[src/rtl/mult_seq_par.sv]
// mult_seq_par: multi-cycle signed shift-add multiplier with operand/result parity and a req/ack handshake.
// Define MULT_ERR_CNT_EN to add the saturating parity-error counter output err_cnt.
module mult_seq_par #(
  parameter int WIDTH      = 16,
  parameter bit PARITY_ODD = 1'b0,
  parameter int ERR_CNT_W  = 8
) (
  input  logic                      clk,
  input  logic                      rst,
  input  logic signed [WIDTH-1:0]   arg_a,
  input  logic                      arg_a_parity,
  input  logic signed [WIDTH-1:0]   arg_b,
  input  logic                      arg_b_parity,
  input  logic                      req,
  output logic                      ack,
  output logic signed [2*WIDTH-1:0] result,
  output logic                      result_parity,
  output logic                      result_rdy,
  output logic                      arg_parity_error
`ifdef MULT_ERR_CNT_EN
  ,
  output logic [ERR_CNT_W-1:0]      err_cnt
`endif
);

  localparam int PW    = 2 * WIDTH;
  localparam int CNT_W = $clog2(WIDTH);

  typedef enum logic [1:0] {IDLE, CALC, DONE} state_t;

  state_t            state;
  state_t            state_next;
  logic [CNT_W-1:0]  cnt;
  logic [PW-1:0]     mcand;
  logic [WIDTH-1:0]  mplier;
  logic [PW-1:0]     acc;
  logic              neg;
  logic              perr;

  logic              accept;
  logic              parity_bad;
  logic [WIDTH-1:0]  abs_a;
  logic [WIDTH-1:0]  abs_b;
  logic [PW-1:0]     final_val;

  // Unsigned magnitudes: the most negative operand maps to 2^(WIDTH-1) without overflow.
  assign abs_a      = arg_a[WIDTH-1] ? (~arg_a + WIDTH'(1)) : arg_a;
  assign abs_b      = arg_b[WIDTH-1] ? (~arg_b + WIDTH'(1)) : arg_b;
  assign parity_bad = (arg_a_parity != ((^arg_a) ^ PARITY_ODD)) ||
                      (arg_b_parity != ((^arg_b) ^ PARITY_ODD));
  assign accept     = (state == IDLE) && req;
  assign final_val  = perr ? '0 : (neg ? (~acc + PW'(1)) : acc);

  always_ff @(posedge clk) begin
    if (rst) state <= IDLE;
    else     state <= state_next;
  end

  always_comb begin
    // NOTE: default assigned first so no path leaves state_next unassigned (no latch).
    state_next = state;
    unique case (state)
      IDLE:    if (req) state_next = parity_bad ? DONE : CALC;
      CALC:    if (cnt == CNT_W'(WIDTH - 1)) state_next = DONE;
      DONE:    state_next = IDLE;
      default: state_next = IDLE;
    endcase
  end

  // NOTE: non-blocking assignments so every register samples pre-edge values.
  always_ff @(posedge clk) begin
    if (rst) begin
      ack              <= 1'b0;
      result_rdy       <= 1'b0;
      result           <= '0;
      result_parity    <= 1'b0;
      arg_parity_error <= 1'b0;
      cnt              <= '0;
      mcand            <= '0;
      mplier           <= '0;
      acc              <= '0;
      neg              <= 1'b0;
      perr             <= 1'b0;
    end else begin
      ack        <= accept;
      result_rdy <= (state == DONE);
      unique case (state)
        IDLE: begin
          if (req) begin
            mcand  <= {{WIDTH{1'b0}}, abs_a};
            mplier <= abs_b;
            acc    <= '0;
            cnt    <= '0;
            neg    <= arg_a[WIDTH-1] ^ arg_b[WIDTH-1];
            perr   <= parity_bad;
          end
        end
        CALC: begin
          if (mplier[0]) acc <= acc + mcand;
          mcand  <= mcand << 1;
          mplier <= mplier >> 1;
          cnt    <= cnt + CNT_W'(1);
        end
        DONE: begin
          result           <= final_val;
          result_parity    <= (^final_val) ^ PARITY_ODD;
          arg_parity_error <= perr;
        end
        default: ;
      endcase
    end
  end

`ifdef MULT_ERR_CNT_EN
  always_ff @(posedge clk) begin
    if (rst)
      err_cnt <= '0;
    else if (accept && parity_bad && (err_cnt != {ERR_CNT_W{1'b1}}))
      err_cnt <= err_cnt + ERR_CNT_W'(1);
  end
`endif

endmodule

[config.mk]
export PLATFORM = sky130hd
export DESIGN_NAME = mult_seq_par
export DESIGN_NICKNAME = d
export VERILOG_FILES = /design/src/rtl/mult_seq_par.sv
export SDC_FILE = /design/constraint.sdc
export NUM_CORES = 1
export LEC_CHECK = 0
export ABC_AREA = 1
export BUFFER_PORTS_ARGS = -buffer_cell sky130_fd_sc_hd__buf_4
export CORE_AREA = 2 2 129 181
export CTS_BUF_LIST = sky130_fd_sc_hd__clkbuf_8 sky130_fd_sc_hd__clkbuf_16
export CTS_CLUSTER_SIZE = 8
export DETAILED_ROUTE_END_ITERATION = 7
export DIE_AREA = 0 0 131 183
export GPL_TIMING_DRIVEN = 0
export SLEW_MARGIN = 10
export SYNTH_ARGS = -nofsm -noshare
export SYNTH_HDL_FRONTEND = slang
export SYNTH_SLANG_ARGS = --single-unit
[constraint.sdc]
create_clock -name clk -period 2.75 [get_ports clk]
set_input_delay 0.1375 -clock clk [delete_from_list [all_inputs] [get_ports clk]]
set_output_delay 0.1375 -clock clk [all_outputs]
set_load 0.02 [all_outputs]
==> impl_metrics.yaml, run 1 <==
run_status:
  status: "finished clean"
clock_network:
  clk_pin_slew_ps: 60
  cts-root-buf: "clkbuf_16"
  clk_latency_ps: 430
  htreeDepth: 4
  cts_max_path_buffers: 2
  cts_buffers: 17
  clock-sinks: 124
  cts_tree: "yes"
drt:
  wl_per_cell_um: 14.8
  routed-via-count: 9282
  drcViolationCount: 0
  drt_iter0_markers: 517
  postRouteAntennaNets: 0
  dr.pass1.iters: 7
  vias_per_cell: 5.16
  wirelength_um: 26600
floorplanning:
  die-height_um: 183
  boundaryPins: 73
  core_area_sq_mm: 0.0224
  start_util: 0.395
  die_w_um: 131
  fp-row-count: 65
  dieArea_sq_mm: 0.0240
critical_path:
  cp-end-kind: "register"
  cp_num_buf_inv: 0
  r2r-end: "acc[28]"
  r2r_start: "acc[9]"
  crit_required_ps: 3040
  path_cells: "ha_1, nand2_1, nor2_1, nand2_1, o211ai_1, nand4_1, o211ai_1, a31oi_1, or2_2, nand3_1, a21oi_1"
  rr_worst_depth: 11
  crit_path_start_kind: "register"
  slowest_stage: "ha_1"
  slowest_delay_ps: 420
  crit_path_end: "acc[28]"
  r2r_setup_slack_ps: 140
  startpoint: "acc[9]"
  critPathTopFamily: "simple AND/OR/NAND/NOR gates"
  path_depth: 11
  path_max_fanout: 7
  critPathArrivalTime_ps: 2900
  critical_path_class: "register to register"
grt:
  first_global_vias: 8653
  grt_max_degree: 17
  track_usage: 0.226
  met2_usage: 0.410
  use_met3: 0.0350
  met1_usage: 0.260
  antenna_found_initial: 0
  grt-ovfl-total: 0
  grt_busiest_layer: "met2"
  grt_pass1_wl_um: 42300
job:
  maxCapViolCount: 0
sta:
  slew_viol_final: 0
  slew_headroom: 0.499
  finClkSkew_ps: 8.16
  fmax_ghz: 0.383
  period_share: 0.948
  finalHoldViolCount: 0
  finalCriticalPeriod_ps: 2610
  tightest_slew_ps: 752
  totalNegativeSetupSlack_ps: 0
  setup_violations: 0
synth:
  synth-adder-area-share: 0.0688
  ys_top_cells_by_area: "dfxtp_1, nand2_1, a21oi_1"
  synth_ff_type: "dfxtp_1"
  ys_types: 46
  synth_top_family_by_area: "simple AND/OR/NAND/NOR gates"
  synth-seq-cells: 124
  synthCells: 1387
  ys_async_sr_fraction: 0
  yosys_warnings: 0
  ys_seq_area_frac: 0.281
  synth_area_sq_mm: 0.00883
  syn_nets: 1472
  synth_top_area_frac: 0.281
  yosys.area.top_type: "dfxtp_1"
  yosys-top-cells-count: "nand2_1, inv_1, a21oi_1"
  synth.most_common_cell: "nand2_1"
  synth-edff-count: 0
  synth_xor_area_frac: 0.0367
  synth-simple-area-share: 0.322
  synth_compound_area_frac: 0.202
  synth_mux_area_frac: 0
  syn_avg_cell_area_sq_um: 6.37
final_layout:
  nFillCells: 2348
  final_cells: 1798
  syn2layout_area_growth_pct: 17.6
  multi_input_comb_area_sq_mm: 0.00558
  drive_above_1_share: 0.119
  num_antenna_cells: 0
  seqCellArea_sq_mm: 0.00249
  nets: 1571
power:
  p_sw_uw: 2890
  powerDensity_mw_per_mm2: 684
  p_seq_frac: 0.328
  ir_drop_mv: 0.449
  switching_share: 0.407
  p_int_uw: 4220
  pwr-share-clk: 0.286
  p_leak_uw: 0.00475
  power.total_uw: 7110
  p_comb_frac: 0.386
worst_hold_path:
  hold_class: "input port to register"
placement:
  gp_congestion: 0.922
  dp_cells: 1759
  place_hpwl_um: 21700
  io_buffer_count: 71
==> timing repair <==
action,in CTS,in global routing
endpoints found under the hold margin,8,0
gates cloned,0,0
resized for setup,2,11
hold buffers,8,0
pin swaps,0,3
setup endpoints to repair,2,9
setup buffers,0,1
==> worst min-delay path, cell delays in order <==
cell and delay, ps:
buf_4 100, o21ai_0 90, o21ai_0 80
==> per-layer routing <==
metal	vias up	share of wire
met5	-	0
met1	4193	0.42
met3	50	0.037
met2	210	0.51
li1	4829	-
met4	0	0.031
==> power by group through the flow <==
stage          logic, uW  clock network [uW]  registers [uW]
2_1_floorplan       1660                   0            2480
3_3_place_gp        2720                   0            2370
3_5_place_dp        2740                   0            2360
4_1_cts             2760                2070            2330
5_1_grt             3050                2150            2360
6_report            2740                2030            2330
==> cells in the final DEF (no fill, tap or decap), types with 20 or more instances in the layout <==
| master | count |
|---|---|
| dfxtp_1 | 121 |
| ha_1 | 47 |
| buf_4 | 73 |
| inv_1 | 150 |
| clkbuf_1 | 37 |
| a31oi_1 | 20 |
| a21oi_1 | 139 |
| nand3_1 | 123 |
| nand2_1 | 338 |
| nor2_1 | 99 |
| xor2_1 | 21 |
| o21ai_0 | 94 |
==> worst min path at each step <==
stage | start | end | slack [ps] | depth (start not counted)
2_1_floorplan | arg_a[14] | mcand[14] | 280 | 2
3_3_place_gp | arg_a[14] | mcand[14] | 420 | 3
3_5_place_dp | arg_a[14] | mcand[14] | 420 | 3
4_1_cts | arg_b[13] | mplier[15] | 3 | 3
5_1_grt | arg_b[13] | mplier[15] | 50 | 3
6_report | arg_a[12] | mcand[12] | 10 | 3
==> state kept, by name, indices dropped and copies added, names as in the netlist <==
name              count
cnt                   4
mcand                32
result_rdy            1
arg_parity_error      1
mplier               16
state                 2
acc                  32
perr                  1
result_parity         1
neg                   1
ack                   1
result               32
==> layout make-up <==
| type | instances | area share |
|---|---|---|
| multi-input combinational | 1059 | 0.537 |
| sequential | 124 | 0.239 |
| timing repair buffer | 80 | 0.0597 |
| inverter | 158 | 0.0572 |
| clock buffer | 20 | 0.0449 |
| tap | 301 | 0.0363 |
| buffer | 46 | 0.0190 |
| clock inverter | 10 | 0.00674 |
==> through the flow <==
stage	setup slack, ps	hold slack, ps	instance area [sq um]	util
after global routing	-3.37	46.0	10400	0.465
after global placement	-119	420	9740	0.436
after floorplan	358	280	8830	-
after detailed placement	-81.1	418	9740	0.436
final	142	14.1	10400	0.465
after CTS	4.54	3.11	10400	0.463
==> cells by family after synthesis <==
family	after synthesis
simple gates	652
fa+ha+maj	48
buf+inv	204
xor+xnor	37
compound gates	322
flops	124
No activity file was read; power rests on OpenSTA's default activity.
==> inputs of run 2 (changes only) <==
--- a/config.mk
+++ b/config.mk
@@ -7,12 +7,15 @@
 export LEC_CHECK = 0
 export ABC_AREA = 1
 export BUFFER_PORTS_ARGS = -buffer_cell sky130_fd_sc_hd__buf_4
-export CORE_AREA = 2 2 129 181
+export CELL_PAD_IN_SITES_DETAIL_PLACEMENT = 0
+export CELL_PAD_IN_SITES_GLOBAL_PLACEMENT = 2
+export CORE_AREA = 2 2 142 199
 export CTS_BUF_LIST = sky130_fd_sc_hd__clkbuf_8 sky130_fd_sc_hd__clkbuf_16
 export CTS_CLUSTER_SIZE = 8
 export DETAILED_ROUTE_END_ITERATION = 7
-export DIE_AREA = 0 0 131 183
+export DIE_AREA = 0 0 144 201
 export GPL_TIMING_DRIVEN = 0
+export PLACE_DENSITY_LB_ADDON = 0.1
 export SLEW_MARGIN = 10
 export SYNTH_ARGS = -nofsm -noshare
 export SYNTH_HDL_FRONTEND = slang
==> impl_metrics.yaml, run 2 (synthesis results as in run 1) <==
drt:
  postRouteAntennaNets: 0
  dr.pass1.iters: 7
  drt_iter0_markers: 419
  vias_per_cell: 4.81
  wl_per_cell_um: 16.0
  wirelength_um: 29900
  routed-via-count: 8995
  drcViolationCount: 0
sta:
  finClkSkew_ps: 4.99
  setup_violations: 0
  finalHoldViolCount: 0
  tightest_slew_ps: 891
  period_share: 0.931
  fmax_ghz: 0.390
  slew_headroom: 0.406
  whs_ps: 16.3
  slew_viol_final: 0
  finalCriticalPeriod_ps: 2560
final_layout:
  drive_above_1_share: 0.125
  layout_commonest_cell: "nand2_1"
  syn2layout_area_growth_pct: 19.0
  nets: 1573
  final_cell_mix: "nand2_1, inv_1, a21oi_1"
  final_area_sq_mm: 0.0105
  num_antenna_cells: 0
  reg_top3: "acc (32), mcand (32), result (32)"
  nFillCells: 3059
clock_network:
  htreeDepth: 4
  cts-root-buf: "clkbuf_16"
  cts_buffers: 17
  cts_tree: "yes"
  cts_max_path_buffers: 2
  clk_latency_ps: 430
  clock-sinks: 124
  clk_pin_slew_ps: 60
worst_hold_path:
  hold_class: "input port to register"
  min-delay-start: "arg_b[13]"
floorplanning:
  die-height_um: 201
  boundaryPins: 73
  die_w_um: 144
  fp-row-count: 72
  start_util: 0.324
  core_area_sq_mm: 0.0273
  dieArea_sq_mm: 0.0289
critical_path:
  startpoint: "acc[0]"
  crit_required_ps: 3050
  crit_path_start_kind: "register"
  critPathArrivalTime_ps: 2860
  path_max_fanout: 5
  critical_path_class: "register to register"
  r2r_start: "acc[0]"
  cp-end-kind: "register"
placement:
  place_hpwl_um: 24700
  gp_congestion: 0.845
  io_buffer_count: 71
  placed_area_sq_mm: 0.00983
job:
  maxCapViolCount: 0
grt:
  antenna_found_initial: 0
  first_global_vias: 8841
  grt_max_degree: 17
  grt-ovfl-total: 0
  track_usage: 0.214
  grt_pass1_wl_um: 47200
run_status:
  status: "finished clean"
power:
  ir_drop_mv: 0.345
  powerDensity_mw_per_mm2: 687
  p_leak_uw: 0.00481
## run 2: changes by cell type in the layout (fill, tap and decap cells not counted), sizes merged
cell / before / now
buf: 81 / 84
clkinvlp: 5 / 2
inv: 154 / 157
clkbuf: 57 / 58
dlygate4sd3: 8 / 7
## run 2: worst paths after layout
path / end / slack [ps] / cells after the start
setup reg to reg: acc[20] / 190 / 16
hold reg to reg: cnt[3] / 470 / 2
setup / recovery: acc[20] / 190 / 16
hold / removal: mplier[15] / 20 / 3
## run 2: what timing repair did
action                                  CTS  global route
hold endpoints to repair                  7             0
endpoints found under the setup margin   13            16
resized for setup                         4            21
pin swaps                                 1             4
buffers inserted                          1             3
hold buffers                              7             0
## run 2: cell type report
type | count | area (sq um) | share of cell area
tap | 370 | 463 | 0.0440
sequential | 124 | 2490 | 0.237
clock inverter | 10 | 51.3 | 0.00488
clock buffer | 21 | 480 | 0.0457
buffer | 46 | 201 | 0.0192
timing repair buffer | 82 | 633 | 0.0602
multi-input combinational | 1059 | 5600 | 0.533
inverter | 158 | 594 | 0.0565
## run 2: where the power goes
part / internal (uW) / leakage (uW) / switching (uW) / total [uW]
clock network: 1220 / 0.000274 / 838 / 2060
registers: 2100 / 0.00101 / 211 / 2310
logic: 913 / 0.00353 / 1930 / 2850
## run 2: per-stage QoR
stage	instances	setup TNS, ps	worst slack [ps]	power [uW]	utilization
2_1_floorplan	1387	0	358	4140	-
3_3_place_gp	1828	-492	-139	5220	0.360
3_5_place_dp	1828	-430	-85.5	5220	0.360
4_1_cts	1867	-5.11	-5.11	7320	0.383
5_1_grt	1870	-33.9	-33.9	7740	0.385
6_report	1870	0	188	7220	0.385
## run 2: critical path, stage by stage (launching register included)
cell and delay [ps]:
dfxtp_2 360, ha_1 180, inv_1 70, fa_2 380
o21ai_2 160, nand3_1 90, nand2_1 120, a31oi_1 110
inv_1 90, nand2_1 50, nand2_1 110, nand2_1 80
nand2_2 100, a21oi_1 90, or2_2 280, nand3_1 70
a21oi_1 70
## run 2: layer usage
metal / vias up / wire length (um) / global-route usage
li1: 4835 / - / -
met1: 3972 / 12100 / 0.232
met2: 142 / 15900 / 0.400
met3: 46 / 700 / 0.0313
met4: 0 / 1170 / 0.0991
met5: - / 0 / 0
==> inputs of run 3 (changes only) <==
--- a/config.mk
+++ b/config.mk
@@ -9,11 +9,11 @@
 export BUFFER_PORTS_ARGS = -buffer_cell sky130_fd_sc_hd__buf_4
 export CELL_PAD_IN_SITES_DETAIL_PLACEMENT = 0
 export CELL_PAD_IN_SITES_GLOBAL_PLACEMENT = 2
-export CORE_AREA = 2 2 142 199
+export CORE_AREA = 2 2 136 191
 export CTS_BUF_LIST = sky130_fd_sc_hd__clkbuf_8 sky130_fd_sc_hd__clkbuf_16
 export CTS_CLUSTER_SIZE = 8
 export DETAILED_ROUTE_END_ITERATION = 7
-export DIE_AREA = 0 0 144 201
+export DIE_AREA = 0 0 138 193
 export GPL_TIMING_DRIVEN = 0
 export PLACE_DENSITY_LB_ADDON = 0.1
 export SLEW_MARGIN = 10
==> constraint.sdc (replaced) <==
create_clock -name clk -period 3 [get_ports clk]
set_input_delay 0.15 -clock clk [delete_from_list [all_inputs] [get_ports clk]]
set_output_delay 0.15 -clock clk [all_outputs]
set_load 0.02 [all_outputs]
==> impl_metrics.yaml, run 3 (synthesis results as in run 1) <==
critical_path:
  critical_path_class: "register to register"
  crit_required_ps: 3300
  crit_path_start_kind: "register"
  path_max_fanout: 5
  r2r_setup_slack_ps: 260
  rr_worst_depth: 16
  r2r_start: "acc[0]"
  r2r-end: "acc[20]"
  cp-end-kind: "register"
  critPathArrivalTime_ps: 3050
placement:
  io_buffer_count: 71
  gp_congestion: 0.828
  dp_cells: 1777
  place_hpwl_um: 23900
grt:
  antenna_found_initial: 0
  grt_pass1_wl_um: 46100
  grt_max_degree: 17
  first_global_vias: 8745
  track_usage: 0.222
  grt-ovfl-total: 0
drt:
  drcViolationCount: 0
  drt_iter0_markers: 372
  dr.pass1.iters: 4
  routed-via-count: 9003
  wl_per_cell_um: 16.0
  wirelength_um: 29000
  vias_per_cell: 4.97
  postRouteAntennaNets: 0
worst_hold_path:
  hold_class: "input port to register"
  min-delay-start: "arg_a[0]"
  hold_path_depth: 3
  whs_endpoint: "mcand[0]"
floorplanning:
  start_util: 0.353
  dieArea_sq_mm: 0.0266
  die_w_um: 138
  core_area_sq_mm: 0.0250
  die-height_um: 193
  boundaryPins: 73
  fp-row-count: 69
final_layout:
  num_antenna_cells: 0
  drive_above_1_share: 0.114
  final_cell_mix: "nand2_1, inv_1, a21oi_1"
  syn2layout_area_growth_pct: 18.5
  nets: 1566
  reg_top3: "acc (32), mcand (32), result (32)"
  final_cells: 1812
  layout_commonest_cell: "nand2_1"
sta:
  period_share: 0.915
  fmax_ghz: 0.364
  rsz0062_at_grt: "no"
  setup_violations: 0
  slew_headroom: 0.407
  finalHoldViolCount: 0
  finalCriticalPeriod_ps: 2740
  tightest_slew_ps: 889
  slew_viol_final: 0
  finClkSkew_ps: 9.28
  totalNegativeSetupSlack_ps: 0
  whs_ps: 14.7
clock_network:
  cts_max_path_buffers: 2
  clk_latency_ps: 430
  cts_buffers: 17
  cts-root-buf: "clkbuf_16"
  postCtsSetupRepairBufs: 0
  cts_tree: "yes"
  clock-sinks: 124
  htreeDepth: 4
  clk_pin_slew_ps: 60
power:
  powerDensity_mw_per_mm2: 671
  ir_drop_mv: 0.345
  p_leak_uw: 0.00479
job:
  maxCapViolCount: 0
run_status:
  status: "finished clean"
==> run 3: changes by cell type in the layout (fill, tap and decap cells not counted), moves of 4 or more <==
cell       change
dfxtp_2        -4
buf_4          -4
bufinv_16      +5
dfxtp_1        +4
==> run 3: layer usage <==
metal	track usage	up-vias	routed length, um
met5	0	-	0
met4	0.0989	0	999
met3	0.0279	42	691
met2	0.435	136	15500
met1	0.238	4010	11700
li1	-	4815	-
==> run 3: critical path: stages (launching register included) <==
cell and delay (ps):
dfxtp_1 400, ha_1 200, inv_1 70, fa_1 440
o21ai_2 210, nand3_1 90, nand2_1 110, a31oi_1 110
inv_1 100, nand2_1 50, nand2_1 110, nand2_1 70
nand2_1 130, a21oi_1 110, or2_2 280, nand3_1 70
a21oi_1 70
==> run 3: what timing repair did <==
item	CTS	global route
gates resized for setup	0	2
setup endpoints to repair	0	2
hold buffers	4	0
hold endpoints to repair	4	0
==> run 3: layout make-up <==
cell class	count	area, sq um
Buffer	46	198
Inverter	158	594
Clock inverter	11	190
Tap cell	319	399
Timing Repair Buffer	75	573
Clock buffer	20	467
Multi-Input combinational cell	1059	5560
Sequential cell	124	2480
Fill cell	2788	14600
==> run 3: worst max-delay path by stage <==
stage | start | cells after the start | slack [ps] | endpoint
CTS | acc[0] | 16 | 130 | acc[20]
floorplan | acc[0] | 16 | 610 | acc[20]
global route | acc[9] | 11 | 10 | acc[28]
finish | acc[0] | 16 | 260 | acc[20]
detailed placement | acc[0] | 16 | 150 | acc[20]
global placement | mcand[0] | 16 | 120 | acc[20]
==> run 3: per-stage QoR <==
step	total power, uW	utilization	setup slack, ps	area (sq um)
final	7020	0.418	255	10500
after detailed placement	4770	0.390	151	9770
after global placement	4750	0.390	123	9770
after global routing	7480	0.418	9.52	10500
after floorplan	3790	-	608	8830
after CTS	7120	0.418	131	10500
==> run 3: power breakdown <==
part / internal, uW / switching (uW)
logic: 828 / 1750
clock network: 1530 / 795
registers: 1930 / 190
